`config.mk`:
```
export PLATFORM = sky130hd
export DESIGN_NAME = led_view_scheduler
export DESIGN_NICKNAME = d
export VERILOG_FILES = /design/src/rtl/led_view_scheduler.sv
export SDC_FILE = /design/constraint.sdc
export NUM_CORES = 1
export LEC_CHECK = 0
export ABC_AREA = 1
export CAP_MARGIN = 20
export CORE_UTILIZATION = 35
export CTS_BUF_LIST = sky130_fd_sc_hd__clkbuf_4 sky130_fd_sc_hd__clkbuf_8 sky130_fd_sc_hd__clkbuf_16
export CTS_CLUSTER_DIAMETER = 30
export CTS_CLUSTER_SIZE = 40
export DETAILED_ROUTE_END_ITERATION = 10
export SLEW_MARGIN = 30
export SYNTH_ARGS = -nofsm -noshare
export SYNTH_HDL_FRONTEND = slang
export SYNTH_SLANG_ARGS = --single-unit
```
`constraint.sdc`:
```
create_clock -name clock_divider_out -period 4.9 [get_ports clock_divider_out]
set_input_delay 0.49 -clock clock_divider_out [delete_from_list [all_inputs] [get_ports clock_divider_out]]
set_output_delay 0.49 -clock clock_divider_out [all_outputs]
set_load 0.005 [all_outputs]
```
`src/rtl/led_view_scheduler.sv`:
```
// Chooses what the 8 LEDs show: the tick counter, tick+click sum, a held click
// count after each press, or an overflow blink when the click counter wraps.
module led_view_scheduler #(
  parameter int unsigned HOLD_TICKS  = 8,
  parameter int unsigned BLINK_TICKS = 6
) (
  input  logic       clock_divider_out,
  input  logic       reset,
  input  logic [7:0] tick_count,
  input  logic [7:0] click_count,
  input  logic       click_toggle,
  input  logic       mode_req,
  output logic [7:0] led_n,
  output logic [1:0] view,
  output logic       busy
);

  localparam int unsigned CNT_W = 8;
  localparam logic [CNT_W-1:0] HOLD_LOAD  = CNT_W'(HOLD_TICKS - 1);
  localparam logic [CNT_W-1:0] BLINK_LOAD = CNT_W'(BLINK_TICKS - 1);

  typedef enum logic [1:0] {
    ST_BASE  = 2'd0,
    ST_HOLD  = 2'd1,
    ST_BLINK = 2'd2
  } state_t;

  state_t           state_q, state_d;
  logic [CNT_W-1:0] hold_cnt_q, hold_cnt_d;
  logic [CNT_W-1:0] blink_cnt_q, blink_cnt_d;
  logic             phase_q, phase_d;
  logic             base_mode_q, base_mode_d;
  logic [1:0]       arm_q;
  logic             click_s1_q, click_s2_q, click_prev_q;
  logic             mode_s1_q, mode_s2_q, mode_prev_q;

  logic armed;
  logic click_ev;
  logic mode_ev;
  logic [7:0] disp;

  // Events stay masked for the first three edges after reset so that
  // synchronizer flops filling up from 0 cannot fake a press.
  assign armed    = (arm_q == 2'd3);
  assign click_ev = armed & (click_s2_q ^ click_prev_q);
  assign mode_ev  = armed & mode_s2_q & ~mode_prev_q;

  // State register, synchronizers and arm counter
  always_ff @(posedge clock_divider_out or posedge reset) begin
    if (reset) begin
      state_q      <= ST_BASE;
      hold_cnt_q   <= '0;
      blink_cnt_q  <= '0;
      phase_q      <= 1'b0;
      base_mode_q  <= 1'b0;
      arm_q        <= 2'd0;
      click_s1_q   <= 1'b0;
      click_s2_q   <= 1'b0;
      click_prev_q <= 1'b0;
      mode_s1_q    <= 1'b0;
      mode_s2_q    <= 1'b0;
      mode_prev_q  <= 1'b0;
    end else begin
      state_q      <= state_d;
      hold_cnt_q   <= hold_cnt_d;
      blink_cnt_q  <= blink_cnt_d;
      phase_q      <= phase_d;
      base_mode_q  <= base_mode_d;
      if (!armed) arm_q <= arm_q + 2'd1;
      click_s1_q   <= click_toggle;
      click_s2_q   <= click_s1_q;
      click_prev_q <= click_s2_q;
      mode_s1_q    <= mode_req;
      mode_s2_q    <= mode_s1_q;
      mode_prev_q  <= mode_s2_q;
    end
  end

  // Next-state logic; a wrapped click counter (0) always wins over a hold
  always_comb begin
    state_d     = state_q;
    hold_cnt_d  = hold_cnt_q;
    blink_cnt_d = blink_cnt_q;
    phase_d     = phase_q;
    base_mode_d = base_mode_q ^ mode_ev;
    case (state_q)
      ST_BASE: begin
        if (click_ev) begin
          if (click_count != 8'd0) begin
            state_d    = ST_HOLD;
            hold_cnt_d = HOLD_LOAD;
          end else begin
            state_d     = ST_BLINK;
            blink_cnt_d = BLINK_LOAD;
            phase_d     = 1'b1;
          end
        end
      end
      ST_HOLD: begin
        if (click_ev) begin
          if (click_count != 8'd0) begin
            hold_cnt_d = HOLD_LOAD;
          end else begin
            state_d     = ST_BLINK;
            blink_cnt_d = BLINK_LOAD;
            phase_d     = 1'b1;
          end
        end else if (hold_cnt_q == '0) begin
          state_d = ST_BASE;
        end else begin
          hold_cnt_d = hold_cnt_q - CNT_W'(1);
        end
      end
      ST_BLINK: begin
        phase_d = ~phase_q;
        if (blink_cnt_q == '0) begin
          state_d = ST_BASE;
        end else begin
          blink_cnt_d = blink_cnt_q - CNT_W'(1);
        end
      end
      default: state_d = ST_BASE;
    endcase
  end

  // Display path is combinational so live counters show without extra lag
  always_comb begin
    disp = tick_count;
    view = 2'b00;
    case (state_q)
      ST_BASE: begin
        if (base_mode_q) begin
          disp = tick_count + click_count;
          view = 2'b01;
        end else begin
          disp = tick_count;
          view = 2'b00;
        end
      end
      ST_HOLD: begin
        disp = click_count;
        view = 2'b10;
      end
      ST_BLINK: begin
        disp = phase_q ? 8'hFF : 8'h00;
        view = 2'b11;
      end
      default: begin
        disp = tick_count;
        view = 2'b00;
      end
    endcase
  end

  assign led_n = ~disp;
  assign busy  = (state_q != ST_BASE);

endmodule

```
# Word level (Yosys, flattened, before mapping)
# Index checks and enable logic that the tools add are counted.
# totals
reg_bits	28
in_bits	20
output_inout_bits	11
word_cells	71
# classes
reduce_logical	12
bitwise	8
eq_ne	11
mux	24
addsub	4
# op_table
op	count
$mux 8	9
$pmux 8 s2	2
$pmux 8 s3	1
$logic_not 8->1	2
$sub 8x1->8 const B	2
$mux 2	6
$pmux 2 s3	2
$ne 3x3->1 const B	3
$add 8x8->8	1
$ne 2x2->1 const B	4
$not 8->8	1
$reduce_and 4->1	2
$reduce_bool 8->1	1
$reduce_and 3->1	2
$reduce_bool 2->1	3
$eq 2x2->1 const B	2
$and 1x1->1	3
$mux 1	3
$add 2x1->2 const B	1
$eq 2x1->1 const B	1
$logic_not 2->1	1
$ne 2x1->1 const B	1
$not 1->1	2
$pmux 1 s2	1
2 further kinds	3

# Depth between registers and ports, before layout
# depth
word_depth	4
mapped_depth	12
mapped_depth_nobuf	12

# Worst setup path after synthesis
# Ideal clock, no wire load.
# synth_path
path_kind	in2out
startpoint	input port tick_count[0]
endpoint	output port led_n[2]
setup_slack_ns	2.788
path_buffers	0
arrival_time_ns	1.622
path_stages	8
t_required_ns	4.410
path_cell_list	ha_1 fa_1 nand2_1 inv_1 o21ai_0 o21ai_0 o21ai_0 o21ai_0
# synth_between
elab_chain_len	4
# synth_rtl
element	line	rtl
start, declared	9	input logic [7:0] tick_count,
$add 8x8->8	133	disp = tick_count + click_count;
$mux 8	132	if (base_mode_q) begin
$pmux 8 s3	130	case (state_q)
$not 8->8	155	assign led_n = ~disp;
end, declared	13	output logic [7:0] led_n,
# No other way between the ends.

# Worst setup path after layout
# Same ends and word-level chain as after synthesis.

==> metrics <==
status finished, violations left; failing checks DRC; largest fanout on the critical path 4; die height 83.8 um; multi-input logic area 1390 um^2; most used cell, CP o21ai_0; Leak 1.46 nW; clock network power share 10.7%; Reg area 701 um^2; pwr/cell area 498 nW/um^2; clock latency on the worst-skew pair 280 ps; largest net degree at the start of global routing 29; Post-Synthesis Cells 364; GRT Resource Usage Total 15.8%; setup TNS 0 ps; Final GP Congestion 0.812; I/O pins 31; CP cell instances clkdlybuf4s50_1 > ha_1 > fa_1 > nand2_1 > inv_1 > o21ai_0 > o21ai_0 > o21ai_0 > o21ai_0 > clkdlybuf4s50_1; Synth Net Count 402; Hold Buf Count CTS 0; Slew HR 53.0%; Main synth FF type dfrtp_1; number of enable flip-flop cells after synthesis 0; H-tree depth 1; Async SR Flop Fraction 100%; final period utilization 64.2%; Worst Setup Path Type primary input to output pin; global-route wire length before repair 9.23 mm; FP Rows 29; 1st-iter DRT viols 102; area of placed instances 2700 um^2; Clock Skew 5.99 ps; Synth area leaders dfrtp_1 (30%), nand2_1 (20%), ha_1 (9.1%); Sw Pwr 635 uW; ratio of cells with drive above 1 in the final layout 4.86%; Routed WL 5.27 mm; Yosys top cell by area dfrtp_1; drt wl/cell 11.3 um; synth cell count leaders nand2_1 (126), inv_1 (52), nor2_1 (36); most common cell in the netlist nand2_1; sequential share of power 24.4%; Worst Reg-to-Reg Cells 8; Max IR drop VDD 0.257 mV; flops & latches, synth 28; via count 2222; unrepaired setup endpoints after global routing false; DP HPWL 3.99 mm; internal power 736 uW; CTS Buffer Depth 2; root buf cell clkbuf_8; clock-pin slew on the worst setup and hold paths 100 ps; CTS tree done; # Max-Cap Violations 0; number of global-route vias before repair 2169; # Post-CTS Setup Buffers 0; slew of the pin with the lowest slew margin 705 ps; first drt pass iteration count 7; WP data required 4410 ps; CP max stage cell clkdlybuf4s50_1; fin crit period 3150 ps; count of unique library cells instantiated by Yosys 28; CP Launch Type primary input; Slew Limit Fails 0; initial antenna violation count 0; sequential share of the synthesized area 29.9%; DRC viols 2; switching share of power 46.3%; die area 7020 um^2; Antenna Nets Post-Route 0; syn_area_per_cell 6.43 um^2; PortBufs 30; setup slack, reg-to-reg 2770 ps; synthesized cell area 2340 um^2; fin nets 430; Sink Count 28; Fin. Hold Viols 0; Vias/cell 4.75; Arrival @ worst endpoint 2660 ps; area share of the largest cell type after synthesis 29.9%; fill count 674; Synthesis Warnings 0; critical path capture point type output pin; # diodes 0; Hold Path Depth 0; Comb pwr share 64.9%; die width 83.8 um; initial core utilization 36.5%; final setup fails 0; final instance area 2750 um^2; CTS Buf Count 3; HP Class register to register; total grt overflow 0; cts repair resizes 0; Area growth, synth to finish 17.6%; CP peak stage delay 450 ps; fmax 318 MHz; core region area 6420 um^2
power groups by stage:
| stage | sequential, mW | clock (mW) | combinational (mW) |
|---|---|---|---|
| finish | 0.334 | 0.147 | 0.890 |
| global route | 0.345 | 0.161 | 1.01 |
| CTS | 0.334 | 0.152 | 0.901 |
| detailed placement | 0.339 | 0 | 0.896 |
| global placement | 0.339 | 0 | 0.892 |
| floorplan | 0.315 | 0 | 0.592 |
worst max-delay path, delay by kind of cell:
family	cells	cell delay (ps)
buf+inv	3	930
simple gates	1	90
compound gates	4	470
fa+ha+maj	2	690
flip-flops by register name, summed over array words and instances (netlist names), 2 cells and up:
register	cells
arm_q	2
blink_cnt_q	8
hold_cnt_q	8
state_q	2
per-stage QoR:
stage | hold slack [ps] | power [mW] | utilization [%] | instances | setup WS, ps
6_report | 362 | 1.37 | 42.9 | 468 | 1750
5_1_grt | 370 | 1.52 | 42.9 | 468 | 1590
4_1_cts | 368 | 1.39 | 42.9 | 468 | 1740
3_5_place_dp | 345 | 1.24 | 42.0 | 464 | 1750
3_3_place_gp | 335 | 1.23 | 42.0 | 464 | 1790
2_1_floorplan | 331 | 0.907 | - | 364 | 2790
final cells by class:
class,count,area share (%)
Inverter,55,7.54
Tap cell,77,3.50
Clock buffer,4,2.00
Sequential cell,28,25.4
Timing Repair Buffer,30,10.9
Multi-Input combinational cell,274,50.6
cells in the final DEF (no fill, tap or decap):
cell and count:
dfrtp_1 28, nand3_2 1, clkdlybuf4s50_1 30, nor2_2 2
a21oi_1 19, xnor2_1 1, o21ai_1 2, inv_1 51
clkbuf_8 4, nor2_1 36, clkinv_2 1, inv_2 3
and2_1 1, nand2_1 126, fa_1 1, o21ai_0 20
nand3_1 26, o22ai_1 1, a21oi_4 1, mux2_2 1
xor2_1 9, nor3_1 2, o21ai_2 3, nand2_2 3
ha_1 17, nand4_1 2
per-layer routing:
| layer | GRT usage, % | vias to the layer above | share of wire, % |
|---|---|---|---|
| li1 | - | 1182 | - |
| met1 | 20.3 | 1006 | 48 |
| met2 | 28.3 | 30 | 48 |
| met3 | 1.58 | 4 | 3.0 |
| met4 | 3.76 | 0 | 0.91 |
| met5 | 0 | - | 0 |
cells by family (layout without fill, tap and decap cells):
family                     count (synthesis)  after routing  synth area share (%)
adders and majority gates                 18             18                  9.94
AOI/OAI and AO/OA                         46             46                  10.8
muxes                                      1              1                 0.481
buffers and inverters                     62             89                  10.6
DFF                                       28             28                  29.9
xor gates and xnor gates                  10             10                  3.74
and+or+nand+nor                          199            199                  34.5
worst paths after layout:
path,from,end
min in group asynchronous,reset,blink_cnt_q[0]$_DFFE_PP0P_
max in group asynchronous,reset,hold_cnt_q[0]$_DFFE_PP0P_
setup reg to reg,state_q[1]$_DFFE_PP0P_,state_q[0]$_DFFE_PP0P_
hold reg to reg,click_s1_q$_DFF_PP0_,click_s2_q$_DFF_PP0_
hold / removal,click_s1_q$_DFF_PP0_,click_s2_q$_DFF_PP0_
setup / recovery,tick_count[0],led_n[2]
Power figures use the tool's default switching activity.
